===== src/rtl/sound_cue_sched_pkg.sv =====
// Shared constants for the sound cue scheduler: cue indices, per-cue playback
// durations in timebase ticks, and the scheduler state encoding.
package sound_cue_pkg;

  localparam int         NUM_CUES = 9;
  localparam logic [3:0] CUE_IDLE = 4'hF;

  localparam logic [3:0] CUE_DONT_MOVE_05 = 4'd0;
  localparam logic [3:0] CUE_LEVEL_START  = 4'd1;
  localparam logic [3:0] CUE_ALARM        = 4'd2;
  localparam logic [3:0] CUE_CORRECT      = 4'd3;
  localparam logic [3:0] CUE_BEEP         = 4'd4;
  localparam logic [3:0] CUE_RSVD_5       = 4'd5;
  localparam logic [3:0] CUE_RSVD_6       = 4'd6;
  localparam logic [3:0] CUE_GAME_OVER    = 4'd7;
  localparam logic [3:0] CUE_HAPPY_END    = 4'd8;

  localparam logic [15:0] CUE_DUR_TICKS [0:8] = '{
    16'd9400, 16'd11750, 16'd7830, 16'd2400, 16'd420,
    16'd0,    16'd0,     16'd10750, 16'd21500
  };

  typedef enum logic [1:0] {
    ST_IDLE  = 2'd0,
    ST_ISSUE = 2'd1,
    ST_PLAY  = 2'd2,
    ST_GAP   = 2'd3
  } state_t;

  // Out-of-range indices map to a zero-length cue.
  function automatic logic [15:0] cue_dur(input logic [3:0] idx);
    cue_dur = (idx < 4'd9) ? CUE_DUR_TICKS[idx] : 16'd0;
  endfunction

endpackage


===== src/rtl/sound_cue_sched_if.sv =====
// Request/playback bundle between the game FSM side and the cue scheduler.
interface sound_cue_sched_if;
  logic [8:0] cue_req;
  logic       cue_flush;
  logic [8:0] music;
  logic       busy;
  logic [3:0] cur_cue;
  logic [2:0] queue_count;
  logic [7:0] drop_cnt;

  modport master (
    output cue_req, cue_flush,
    input  music, busy, cur_cue, queue_count, drop_cnt
  );

  modport slave (
    input  cue_req, cue_flush,
    output music, busy, cur_cue, queue_count, drop_cnt
  );
endinterface


===== src/rtl/sound_cue_sched_fifo.sv =====
// Small synchronous FIFO of cue indices with an occupancy count and a
// membership compare so the scheduler can merge duplicate requests.
module cue_fifo #(
  parameter  int DEPTH = 4,
  localparam int AW    = $clog2(DEPTH),
  localparam int CW    = $clog2(DEPTH) + 1
) (
  input  logic          clk,
  input  logic          rst,
  input  logic          i_flush,
  input  logic          i_push,
  input  logic [3:0]    i_push_idx,
  input  logic          i_pop,
  output logic [3:0]    o_head_idx,
  output logic [CW-1:0] o_count,
  output logic          o_empty,
  output logic          o_full,
  input  logic [3:0]    i_cmp_idx,
  output logic          o_cmp_hit
);

  logic [3:0]       r_mem [DEPTH];
  logic [AW-1:0]    r_wr_ptr;
  logic [AW-1:0]    r_rd_ptr;
  logic [CW-1:0]    r_count;
  logic [DEPTH-1:0] w_hit;
  logic             w_do_push;
  logic             w_do_pop;

  assign o_empty    = (r_count == '0);
  assign o_full     = (r_count == CW'(DEPTH));
  assign o_count    = r_count;
  assign o_head_idx = r_mem[r_rd_ptr];
  assign w_do_push  = i_push & ~o_full;
  assign w_do_pop   = i_pop & ~o_empty;

  always_ff @(posedge clk) begin
    if (rst || i_flush) begin
      r_wr_ptr <= '0;
      r_rd_ptr <= '0;
      r_count  <= '0;
    end else begin
      if (w_do_push) r_wr_ptr <= r_wr_ptr + 1'b1;
      if (w_do_pop)  r_rd_ptr <= r_rd_ptr + 1'b1;
      case ({w_do_push, w_do_pop})
        2'b10:   r_count <= r_count + 1'b1;
        2'b01:   r_count <= r_count - 1'b1;
        default: r_count <= r_count;
      endcase
    end
  end

  always_ff @(posedge clk) begin
    if (w_do_push && !i_flush) r_mem[r_wr_ptr] <= i_push_idx;
  end

  // An entry is live when its distance from the read pointer is below the count.
  generate
    for (genvar gi = 0; gi < DEPTH; gi++) begin : g_cmp
      logic [AW-1:0] w_ofs;
      assign w_ofs     = AW'(gi) - r_rd_ptr;
      assign w_hit[gi] = (r_mem[gi] == i_cmp_idx) && ({1'b0, w_ofs} < r_count);
    end
  endgenerate

  assign o_cmp_hit = |w_hit;

endmodule


===== src/rtl/sound_cue_sched.sv =====
// Serializes game sound requests into one-cycle one-hot start pulses, timing each
// cue from a duration table. Optional re-trigger holdoff: define CUE_HOLDOFF_EN.
module sound_cue_sched #(
  parameter int         TICK_DIV      = 100000,
  parameter int         FIFO_DEPTH    = 4,
  parameter int         MIN_GAP_TICKS = 50,
  parameter logic [8:0] VALID_MASK    = 9'b110011111,
  parameter int         HOLDOFF_TICKS = 1000
) (
  input logic              clk,
  input logic              rst,
  sound_cue_sched_if.slave bus
);
  import sound_cue_pkg::*;

  localparam int PW = $clog2(TICK_DIV + 1);
  localparam int GW = $clog2(MIN_GAP_TICKS + 1);
  localparam int QW = $clog2(FIFO_DEPTH) + 1;

  state_t        r_state;
  logic [8:0]    r_prev;
  logic [8:0]    r_pend;
  logic [3:0]    r_cur_idx;
  logic [15:0]   r_dur;
  logic [GW-1:0] r_gap;
  logic [PW-1:0] r_presc;
  logic [7:0]    r_drop;

  logic          w_tick;
  logic          w_playing;
  logic [8:0]    w_rise;
  logic [8:0]    w_hold;
  logic [8:0]    w_sel_mask;
  logic [3:0]    w_sel_idx;
  logic [3:0]    w_head_idx;
  logic          w_sel_vld;
  logic          w_dup;
  logic          w_push;
  logic          w_drop;
  logic          w_pop;
  logic          w_hit;
  logic          w_empty;
  logic          w_full;
  logic [QW-1:0] w_count;

  // Restarting in ISSUE makes PLAY begin on a fresh tick period.
  assign w_tick = (r_presc == PW'(TICK_DIV - 1));

  always_ff @(posedge clk) begin
    if (rst || r_state == ST_ISSUE) r_presc <= '0;
    else if (w_tick)                r_presc <= '0;
    else                            r_presc <= r_presc + 1'b1;
  end

`ifdef CUE_HOLDOFF_EN
  localparam int HW = $clog2(HOLDOFF_TICKS + 1);
  generate
    for (genvar gi = 0; gi < NUM_CUES; gi++) begin : g_hold
      logic [HW-1:0] r_hold;
      always_ff @(posedge clk) begin
        if (rst)                                                r_hold <= '0;
        else if (r_state == ST_ISSUE && r_cur_idx == 4'(gi))    r_hold <= HW'(HOLDOFF_TICKS);
        else if (w_tick && r_hold != '0)                        r_hold <= r_hold - 1'b1;
      end
      assign w_hold[gi] = (r_hold != '0);
    end
  endgenerate
`else
  assign w_hold = '0;
`endif

  assign w_rise = bus.cue_req & ~r_prev & VALID_MASK & ~w_hold;

  always_comb begin
    w_sel_vld = 1'b0;
    w_sel_idx = 4'd0;
    for (int i = NUM_CUES - 1; i >= 0; i--) begin
      if (r_pend[i]) begin
        w_sel_vld = 1'b1;
        w_sel_idx = 4'(i);
      end
    end
  end

  assign w_sel_mask = w_sel_vld ? (9'd1 << w_sel_idx) : 9'd0;
  assign w_playing  = (r_state == ST_ISSUE) || (r_state == ST_PLAY);
  assign w_dup      = w_hit || (w_playing && r_cur_idx == w_sel_idx);
  assign w_push     = w_sel_vld && !w_dup && !w_full && !bus.cue_flush;
  assign w_drop     = w_sel_vld && !w_dup && w_full && !bus.cue_flush;
  assign w_pop      = (r_state == ST_IDLE) && !w_empty && !bus.cue_flush;

  // Loading the live request level during reset suppresses held-high triggers.
  always_ff @(posedge clk) begin
    r_prev <= bus.cue_req;
    if (rst) begin
      r_pend <= '0;
      r_drop <= '0;
    end else begin
      if (bus.cue_flush) r_pend <= '0;
      else               r_pend <= (r_pend & ~w_sel_mask) | w_rise;
      if (w_drop && r_drop != 8'hFF) r_drop <= r_drop + 1'b1;
    end
  end

  cue_fifo #(.DEPTH(FIFO_DEPTH)) u_fifo (
    .clk        (clk),
    .rst        (rst),
    .i_flush    (bus.cue_flush),
    .i_push     (w_push),
    .i_push_idx (w_sel_idx),
    .i_pop      (w_pop),
    .o_head_idx (w_head_idx),
    .o_count    (w_count),
    .o_empty    (w_empty),
    .o_full     (w_full),
    .i_cmp_idx  (w_sel_idx),
    .o_cmp_hit  (w_hit)
  );

  always_ff @(posedge clk) begin
    if (rst) begin
      r_state   <= ST_IDLE;
      r_cur_idx <= CUE_IDLE;
      r_dur     <= '0;
      r_gap     <= '0;
    end else begin
      case (r_state)
        ST_IDLE: begin
          if (w_pop) begin
            r_cur_idx <= w_head_idx;
            r_state   <= ST_ISSUE;
          end
        end
        ST_ISSUE: begin
          r_dur   <= cue_dur(r_cur_idx);
          r_state <= ST_PLAY;
        end
        ST_PLAY: begin
          // The tick that would bring the count to zero ends playback.
          if (r_dur == 16'd0) begin
            r_gap   <= '0;
            r_state <= ST_GAP;
          end else if (w_tick) begin
            if (r_dur == 16'd1) begin
              r_gap   <= '0;
              r_state <= ST_GAP;
            end else begin
              r_dur <= r_dur - 1'b1;
            end
          end
        end
        ST_GAP: begin
          if (w_tick) begin
            if (r_gap == GW'(MIN_GAP_TICKS - 1)) r_state <= ST_IDLE;
            else                                  r_gap   <= r_gap + 1'b1;
          end
        end
        default: r_state <= ST_IDLE;
      endcase
    end
  end

  assign bus.music       = (r_state == ST_ISSUE) ? (9'd1 << r_cur_idx) : 9'd0;
  assign bus.busy        = (r_state != ST_IDLE);
  assign bus.cur_cue     = w_playing ? r_cur_idx : CUE_IDLE;
  assign bus.queue_count = 3'(w_count);
  assign bus.drop_cnt    = r_drop;

endmodule

===== src/flat_wrapper.sv =====
// flat-port wrapper written by rule: the top's interface ports become plain ports
module sound_cue_sched_flat import sound_cue_pkg::*;
#(
  parameter int         TICK_DIV      = 100000,
  parameter int         FIFO_DEPTH    = 4,
  parameter int         MIN_GAP_TICKS = 50,
  parameter logic [8:0] VALID_MASK    = 9'b110011111,
  parameter int         HOLDOFF_TICKS = 1000
)
  (clk, rst, bus_cue_req, bus_cue_flush, bus_music, bus_busy, bus_cur_cue, bus_queue_count, bus_drop_cnt);
  sound_cue_sched_if bus_i ();
  input logic clk;
  input logic rst;
  input wire logic [$bits(bus_i.cue_req)-1:0] bus_cue_req;
  input wire logic [$bits(bus_i.cue_flush)-1:0] bus_cue_flush;
  output wire logic [$bits(bus_i.music)-1:0] bus_music;
  output wire logic [$bits(bus_i.busy)-1:0] bus_busy;
  output wire logic [$bits(bus_i.cur_cue)-1:0] bus_cur_cue;
  output wire logic [$bits(bus_i.queue_count)-1:0] bus_queue_count;
  output wire logic [$bits(bus_i.drop_cnt)-1:0] bus_drop_cnt;
  assign bus_i.cue_req = bus_cue_req;
  assign bus_i.cue_flush = bus_cue_flush;
  assign bus_music = bus_i.music;
  assign bus_busy = bus_i.busy;
  assign bus_cur_cue = bus_i.cur_cue;
  assign bus_queue_count = bus_i.queue_count;
  assign bus_drop_cnt = bus_i.drop_cnt;
  sound_cue_sched #(.TICK_DIV(TICK_DIV), .FIFO_DEPTH(FIFO_DEPTH), .MIN_GAP_TICKS(MIN_GAP_TICKS), .VALID_MASK(VALID_MASK), .HOLDOFF_TICKS(HOLDOFF_TICKS)) u_core (.clk(clk), .rst(rst), .bus(bus_i));
endmodule

===== config.mk =====
export PLATFORM = sky130hd
export DESIGN_NAME = sound_cue_sched_flat
export DESIGN_NICKNAME = d
export VERILOG_FILES = /design/src/rtl/sound_cue_sched_pkg.sv /design/src/rtl/sound_cue_sched_if.sv /design/src/rtl/sound_cue_sched_fifo.sv /design/src/rtl/sound_cue_sched.sv /design/src/flat_wrapper.sv
export SDC_FILE = /design/constraint.sdc
export NUM_CORES = 1
export LEC_CHECK = 0
export ABC_AREA = 1
export BUFFER_PORTS_ARGS = -buffer_cell sky130_fd_sc_hd__buf_2
export CAP_MARGIN = 20
export CORE_UTILIZATION = 46
export CTS_CLUSTER_SIZE = 25
export DETAILED_ROUTE_END_ITERATION = 8
export PLACE_DENSITY = 0.63
export SLEW_MARGIN = 10
export SYNTH_ARGS = -nofsm -noshare
export SYNTH_HDL_FRONTEND = slang
export SYNTH_HIERARCHICAL = 1
export SYNTH_SLANG_ARGS = --single-unit

===== constraint.sdc =====
create_clock -name clk -period 6.4 [get_ports clk]
set_input_delay 0 -clock clk [delete_from_list [all_inputs] [get_ports clk]]
set_output_delay 0 -clock clk [all_outputs]
set_load 0.05 [all_outputs]

* Word level (Yosys, flattened, before mapping)
Memory sizes are Yosys's and may differ from the RTL's. A register that Yosys moved wholly into a read port is not among the register bits.
Cells that the tools add are included.
** Word-level totals
- Register bits :: 74
- RAM bits :: 16
- Bits in read-only memories :: 256
- Output and inout port bits :: 25
- Logic and storage cells :: 146
- Memories :: 2
** Operators by class
- Add/subtract/negate cells :: 12
- Magnitude comparators :: 6
- Equality and inequality tests :: 24
- Shifts and indexed selects :: 2
- Muxes and demuxes :: 44
- Bitwise gates (word level) :: 10
- Reduce and logical (&&, ||, !) cells :: 36
** Memories
- (name not given) :: depth 16, width 16, read ports 1, clocked after memory_dff 0, write ports 0, line sound_cue_sched_pkg.sv:32 : cue_dur = (idx < 4'd9) ? CUE_DUR_TICKS[idx] : 16'd0;
- u_core.u_fifo.r_mem :: depth 4, width 4, read ports 5, clocked after memory_dff 1, write ports 1, line sound_cue_sched_fifo.sv:22 : logic [3:0] r_mem [DEPTH];
** Operators by type and width (count)
- $mux 16 :: 6
- $mux 4 :: 10
- $pmux 16 s2 :: 1
- $mux 6 :: 5
- $eq 4x4->1 :: 5
- $and 9x9->9 :: 2
- $mux 9 :: 2
- $not 9->9 :: 2
- $shl 1x4->9 const A :: 2
- $add 17x1->17 const B :: 1
- $eq 17x17->1 const B :: 1
- $eq 16x1->1 const B :: 1
- $logic_not 16->1 :: 1
- $sub 16x1->16 const B :: 1
- $logic_and 1x1->1 :: 14
- $lt 2x3->1 :: 4
- $mux 2 :: 6
- $pmux 6 s2 :: 1
- $mux 1 :: 11
- $reduce_and 5->1 :: 2
- $or 9x9->9 :: 1
- $add 8x1->8 const B :: 1
- $ne 2x2->1 const B :: 4
- $ne 8x8->1 const B :: 1
- 29 further kinds :: 49

* Logic depth before layout (Yosys ltp)
- Depth in word-level cells :: 21
- Depth in mapped cells :: 29
- Mapped depth without buffers :: 29

* Modules after synthesis
Netlist, hierarchy kept.
** By module, submodules not included
- sound_cue_sched :: instances 1, cells each 564, area each 3926.3 sq um
- cue_fifo :: instances 1, cells each 211, area each 1560.2 sq um

* Worst setup path after synthesis
Ideal clock, no wire load.
- Kind :: register -> register
- Start point :: register u_core.u_fifo.r_count[1], in the netlist u_core/u_fifo/o_count[1]
- End point :: register u_core.u_fifo.r_count[1], in the netlist u_core/u_fifo/o_count[1]
- Arrival :: 3.196 ns
- Setup slack :: 3.118 ns
- Cell stages (with the launch flop) :: 17
- Clock period less this slack :: 3.282 ns
- Cell sequence :: dfxtp_1 inv_1 ha_1 nor2_1 a21oi_1 nand3_1 nand2_1 inv_1 nand2_1 nor2_1 nand3_1 nor2_1 nand2_4 ha_1 inv_1 fa_1 a211oi_1
** Between the ends
- Longest elaborated chain between the ends :: 11
** Ends and longest elaborated chain
- start, declared :: line sound_cue_sched_fifo.sv:25 : logic [CW-1:0] r_count;
- start signal, assigned :: line sound_cue_sched_fifo.sv:46 : 2'b10: r_count <= r_count + 1'b1;
- start signal, assigned :: line sound_cue_sched_fifo.sv:47 : 2'b01: r_count <= r_count - 1'b1;
- start signal, assigned :: line sound_cue_sched_fifo.sv:48 : default: r_count <= r_count;
- $lt 2x3->1 :: line sound_cue_sched_fifo.sv:62 : assign w_hit[gi] = (r_mem[gi] == i_cmp_idx) && ({1'b0, w_ofs} < r_count);
- $logic_and 1x1->1 :: line sound_cue_sched_fifo.sv:62
- $reduce_or 4->1 * :: line sound_cue_sched_fifo.sv:66 : assign o_cmp_hit = |w_hit;
- net u_core.w_hit :: line sound_cue_sched.sv:41 : logic w_hit;
- $logic_or 1x1->1 * :: line sound_cue_sched.sv:87 : assign w_dup = w_hit || (w_playing && r_cur_idx == w_sel_idx);
- $logic_not 1->1 * :: line sound_cue_sched.sv:88 : assign w_push = w_sel_vld && !w_dup && !w_full && !bus.cue_flush;
- $logic_and 1x1->1 * (3 in series) :: line sound_cue_sched.sv:88
- net u_core.w_push :: line sound_cue_sched.sv:38 : logic w_push;
- $and 1x1->1 * :: line sound_cue_sched_fifo.sv:34 : assign w_do_push = i_push & ~o_full;
- $eq 2x1->1 or $eq 2x2->1 (tied branches) :: line sound_cue_sched_fifo.sv:45 : case ({w_do_push, w_do_pop})
- $pmux 3 s2 or $reduce_bool 2->1 (tied branches)
The timed path passes the listed nets; every way through them passes the cells marked *.
A chain may end at the register's enable or synchronous reset.

* Worst setup path after layout
- Start point :: register u_core.r_pend[7]
- End point :: register u_core.u_fifo.r_count[2], in the netlist u_core/u_fifo/o_count[2]
** Between the ends
- Longest elaborated chain between the ends :: 19
** Ends and longest elaborated chain
- start, declared :: line sound_cue_sched.sv:22 : logic [8:0] r_pend;
- start signal, assigned :: line sound_cue_sched.sv:100 : else r_pend <= (r_pend & ~w_sel_mask) | w_rise;
- $mux 4 * (8 in series) :: line sound_cue_sched.sv:78 : if (r_pend[i]) begin
- net u_core.w_sel_idx[3] :: line sound_cue_sched.sv:34 : logic [3:0] w_sel_idx;
- $eq 4x4->1 :: line sound_cue_sched_fifo.sv:62
- $logic_and 1x1->1 :: line sound_cue_sched_fifo.sv:62
- $reduce_or 4->1 * :: line sound_cue_sched_fifo.sv:66
- net u_core.w_hit :: line sound_cue_sched.sv:41
- $logic_or 1x1->1 * :: line sound_cue_sched.sv:87
- $logic_not 1->1 * :: line sound_cue_sched.sv:88
- $logic_and 1x1->1 * (3 in series) :: line sound_cue_sched.sv:88
- net u_core.w_push :: line sound_cue_sched.sv:38
- $and 1x1->1 * :: line sound_cue_sched_fifo.sv:34
- $eq 2x1->1 or $eq 2x2->1 (tied branches) :: line sound_cue_sched_fifo.sv:45
- $pmux 3 s2 or $reduce_bool 2->1 (tied branches)
Marks and branches as above.

==> results.env <==
CP_DATA_ARRIVAL_TIME_PS=3940
POSTPLACECELLAREA_MM2=0.00576
CRIT_PATH_START='u_core/r_pend[7]$_SDFF_PP0_'
FINISH.NET_COUNT=851
POST_SYNTH_TOP_FLOP='sky130_fd_sc_hd__dfxtp_1'
MAX_FREQ_MHz=272
LAYOUT_SETUP_WS_PS=2720
REPORT.FINAL.HOLD_VIOL_COUNT=0
SOURCE_OF_THE_WORST_HOLD_TIMING_PATH='bus_cue_flush'
IRDROPWORSTVDD_uV=188
SETUP_REPAIR_AFTER_GLOBAL_ROUTING_MISSED_ITS_MARGIN='no'
ANTENNA_VIOLATING_NETS_POST_ROUTE=0
CRITPATHKIND='flip-flop to flip-flop'
FINAL_REPORT_SETUP_VIOLATION_COUNT=0
ROUTED_WIRELENGTH_UM=12200
DETAIL_ROUTE.VIAS_PER_CELL=5.07
VIAS_IN_THE_FIRST_GLOBAL_ROUTE=4556
SYNTH_COMPOUND_AREA_SHARE_PCT=13.5
END_KIND='flip-flop'
ROWS=39
DIEHEIGHT_UM=111
DIEAREA_MM2=0.0124
REPORT.FINAL.SLEW_VIOL_COUNT=0
WORST_HOLD_SLACK_PS=34.9
POSTCTSRESIZEDCELLS=0
INSERTION_DELAY_PS=340
NUMBER_OF_PORTS_PLACED_ON_THE_DIE_BOUNDARY=37
LAYOUT.CELLS.MOST_COMMON_LIST='178 x sky130_fd_sc_hd__nand2_1, 117 x sky130_fd_sc_hd__inv_1, 92 x sky130_fd_sc_hd__nor2_1'
MAXIMUM_NUMBER_OF_PINS_ON_ONE_NET_BEFORE_GLOBAL_ROUTE_REPAIR=25
SYNTH_TOP_FAMILY_BY_AREA='simple AND/OR/NAND/NOR gates'
WORST_SLEW_PIN_SLEW_PS=675
YOSYS.AREA_SHARE.SIMPLE_PCT=31.6
VIA_COUNT=4873
FINAL_WORST_PATH_PERIOD_SHARE_PCT=57.5
CTSHTREEMAXLEVEL=3
RR_STARTPOINT='u_core/r_pend[7]$_SDFF_PP0_'
YS_SEQ_ELEMENTS=94
SLEW_HEADROOM_PCT=54.8
CTS_TREE='built'
POST_ROUTE_CELLS_DRIVE_ABOVE_1_SHARE_PCT=12.7
DRC_ERRORS=0
SYNTH.MUX.AREA_FRACTION_PCT=0
CTS.REPORTEDPATHS.CLKPINSLEW_PS=70
MAPPEDNETLISTAREA_MM2=0.00549
WORSTHOLDPATHTYPE='primary input to flip-flop'
NUMCTSBUFFERS=9
GR-TOTAL-OVERFLOW=0
POWER_PER_CELL_AREA_mW_PER_MM2=292
CAP_VIOL_MAX_COUNT=0
SYNTHCELLS=775
SYNTH_XOR_XNOR_AREA_SHARE_PCT=1.76
CLOCK-SKEW-FINAL_PS=9.57
SYNTH_ENABLE_FLOP_CELLS=16
TOTAL_POWER_uW=1790
GRT_PASS1_WL_UM=20800
SYNTHDISTINCTLIBCELLS=53
POSTCTSSETUPBUFFERS=0
STATUS='finished, final reports clean'
DRT_PRE_ANTENNA_ITERS=4
LAYOUT.CELL_AREA.NON_FILLER_MM2=0.00612
DIEWIDTH_UM=111
PORTBUFFERS=34
STARTPOINT_TYPE='flip-flop'
CTS_ROOT_BUFFER='sky130_fd_sc_hd__clkbuf_16'
FINALWORSTPATHREQUIREDPERIOD_PS=3680
SYNTH_NETS=812
SYNTH_AREA_PER_CELL_UM2=7.08
CORE_AREA_MM2=0.0115
ASYNC_FLOP_SHARE_PCT=0
GRT_ANTENNA_BEFORE_REPAIR=0
CLOCK_TREE.BUFFER_DEPTH=2
MOST_COMMON_LIBRARY_CELL_IN_THE_LAYOUT_IGNORING_FILL_AND_TAPS='sky130_fd_sc_hd__nand2_1'
SYNTH.YOSYS.WARNINGS=6
HPWL_UM=8960
TIMING.SETUP.TNS_PS=0
DP_WORST_SETUP_SLACK_PS=2750
CRIT_PATH_MAX_FANOUT=10
DETAIL_ROUTE.ITER0.VIOLATIONS=224
COUNT_OF_CLOCK_TREE_SINKS=94
YOSYS.AREA_SHARE.ADDER_PCT=5.84
REQUIRED_PS=6660
GLOBAL_ROUTE.USAGE.TOTAL_PCT=20.8
GP_CONGESTION=0.894
YS_SEQ_AREA_SHARE_PCT=37.2
WL_PER_CELL_UM=12.7
START_UTIL_PCT=47.6
DIODES_INSERTED=0
SYN_TO_FINAL_GROWTH_PCT=11.6
P_LEAK_uW=0.00272
==> worst max-delay path: stages, from the launching register on <==
cell and delay (ps):
sky130_fd_sc_hd__dfxtp_1 340, sky130_fd_sc_hd__nor2_1 140, sky130_fd_sc_hd__nand3_1 170, sky130_fd_sc_hd__nor2_1 560, sky130_fd_sc_hd__inv_1 190, sky130_fd_sc_hd__nand2_1 100
sky130_fd_sc_hd__nand2_1 50, sky130_fd_sc_hd__nor2_1 130, sky130_fd_sc_hd__nand3_1 90, sky130_fd_sc_hd__nand2_1 60, sky130_fd_sc_hd__inv_1 30, sky130_fd_sc_hd__nand2_1 100
sky130_fd_sc_hd__nor2_1 160, sky130_fd_sc_hd__nand3_1 150, sky130_fd_sc_hd__nor2_1 70, sky130_fd_sc_hd__nand2_4 100, sky130_fd_sc_hd__ha_1 140, sky130_fd_sc_hd__inv_1 60
sky130_fd_sc_hd__fa_1 380, sky130_fd_sc_hd__a21oi_1 150, sky130_fd_sc_hd__o21ai_0 120, sky130_fd_sc_hd__nand2_1 80, sky130_fd_sc_hd__inv_1 40, sky130_fd_sc_hd__nor3_1 140
==> per-layer routing <==
layer	share of wire (%)	wire (µm)	vias to the layer above	track usage [%]
li1	-	-	2566	-
met1	48	5900	2219	26.7
met2	46	5650	76	34.6
met3	3.8	466	12	3.55
met4	1.5	182	0	8.11
met5	0	0	-	0
==> final timing paths <==
path,end,slack (ps),cells after the start
setup / recovery,u_core/u_fifo/o_count[2]$_SDFFE_PP0P_,2720,23
hold / removal,u_core/r_pend[5]$_SDFF_PP0_,30,4
setup reg to reg,u_core/u_fifo/o_count[2]$_SDFFE_PP0P_,2720,23
hold reg to reg,u_core/r_pend[0]$_SDFF_PP0_,390,1
==> power by group <==
| group | switching, µW | internal [µW] | total, µW |
|---|---|---|---|
| combinational | 372 | 177 | 548 |
| clock | 231 | 312 | 544 |
| sequential | 46.4 | 650 | 696 |
| total | 649 | 1140 | 1790 |
==> cells by family after synthesis <==
logic type      count (synthesis)
flops                          94
compound gates                128
fa+ha+maj                      25
xor+xnor                       11
simple gates                  377
buf+inv                       140
==> layout make-up <==
type	count	area, µm²
Tap cell	143	179
Inverter	127	477
Timing Repair Buffer	41	240
Sequential cell	94	2040
Clock inverter	5	57.6
Multi-Input combinational cell	541	2890
Fill cell	1126	5390
Clock buffer	10	239
==> cells in the mapped netlist, types with 5 or more instances <==
cell                       instances  area share [%]
sky130_fd_sc_hd__nor3_1           15             1.4
sky130_fd_sc_hd__nand4_1           8            0.91
sky130_fd_sc_hd__clkbuf_1          5            0.34
sky130_fd_sc_hd__nor2_1           92             6.3
sky130_fd_sc_hd__ha_1             24             5.5
sky130_fd_sc_hd__buf_2             5            0.46
sky130_fd_sc_hd__nor4_1            5            0.57
sky130_fd_sc_hd__nor2_2           15             1.7
sky130_fd_sc_hd__edfxtp_1         16             8.8
sky130_fd_sc_hd__xor2_1            9             1.4
sky130_fd_sc_hd__o21ai_1           6            0.55
sky130_fd_sc_hd__a21oi_1          60             5.5
sky130_fd_sc_hd__o21ai_0          32             2.9
sky130_fd_sc_hd__inv_1           117             8.0
sky130_fd_sc_hd__inv_2             9            0.62
sky130_fd_sc_hd__nand2_1         178              12
sky130_fd_sc_hd__o21bai_1          6            0.82
sky130_fd_sc_hd__nand3_1          33             3.0
sky130_fd_sc_hd__dfxtp_1          78              28
==> what timing repair did <==
| action | 4_1_cts | 5_1_grt |
|---|---|---|
| hold endpoints to repair | 14 | 0 |
| hold buffers | 7 | 0 |
| setup endpoints to repair | 0 | 0 |
==> per-stage QoR <==
stage	utilization, %	std cells
floorplan	-	775
global placement	50.0	939
detailed placement	50.0	939
CTS	53.2	961
global route	53.2	961
finish	53.2	961
==> state kept, by name (all words and copies together) (netlist names), named ones only <==
signal                  flops
u_core/u_fifo/o_count       3
u_core/r_pend               9
u_core/r_cur_idx            4
u_core/bus.drop_cnt         8
u_core/u_fifo/r_rd_ptr      2
u_core/r_presc             17
u_core/u_fifo/r_wr_ptr      2
u_core/r_gap                6
u_core/r_dur               16
u_core/u_fifo/r_mem        16
u_core/r_prev               7
u_core/r_state              2
Power figures use the tool's default switching activity.
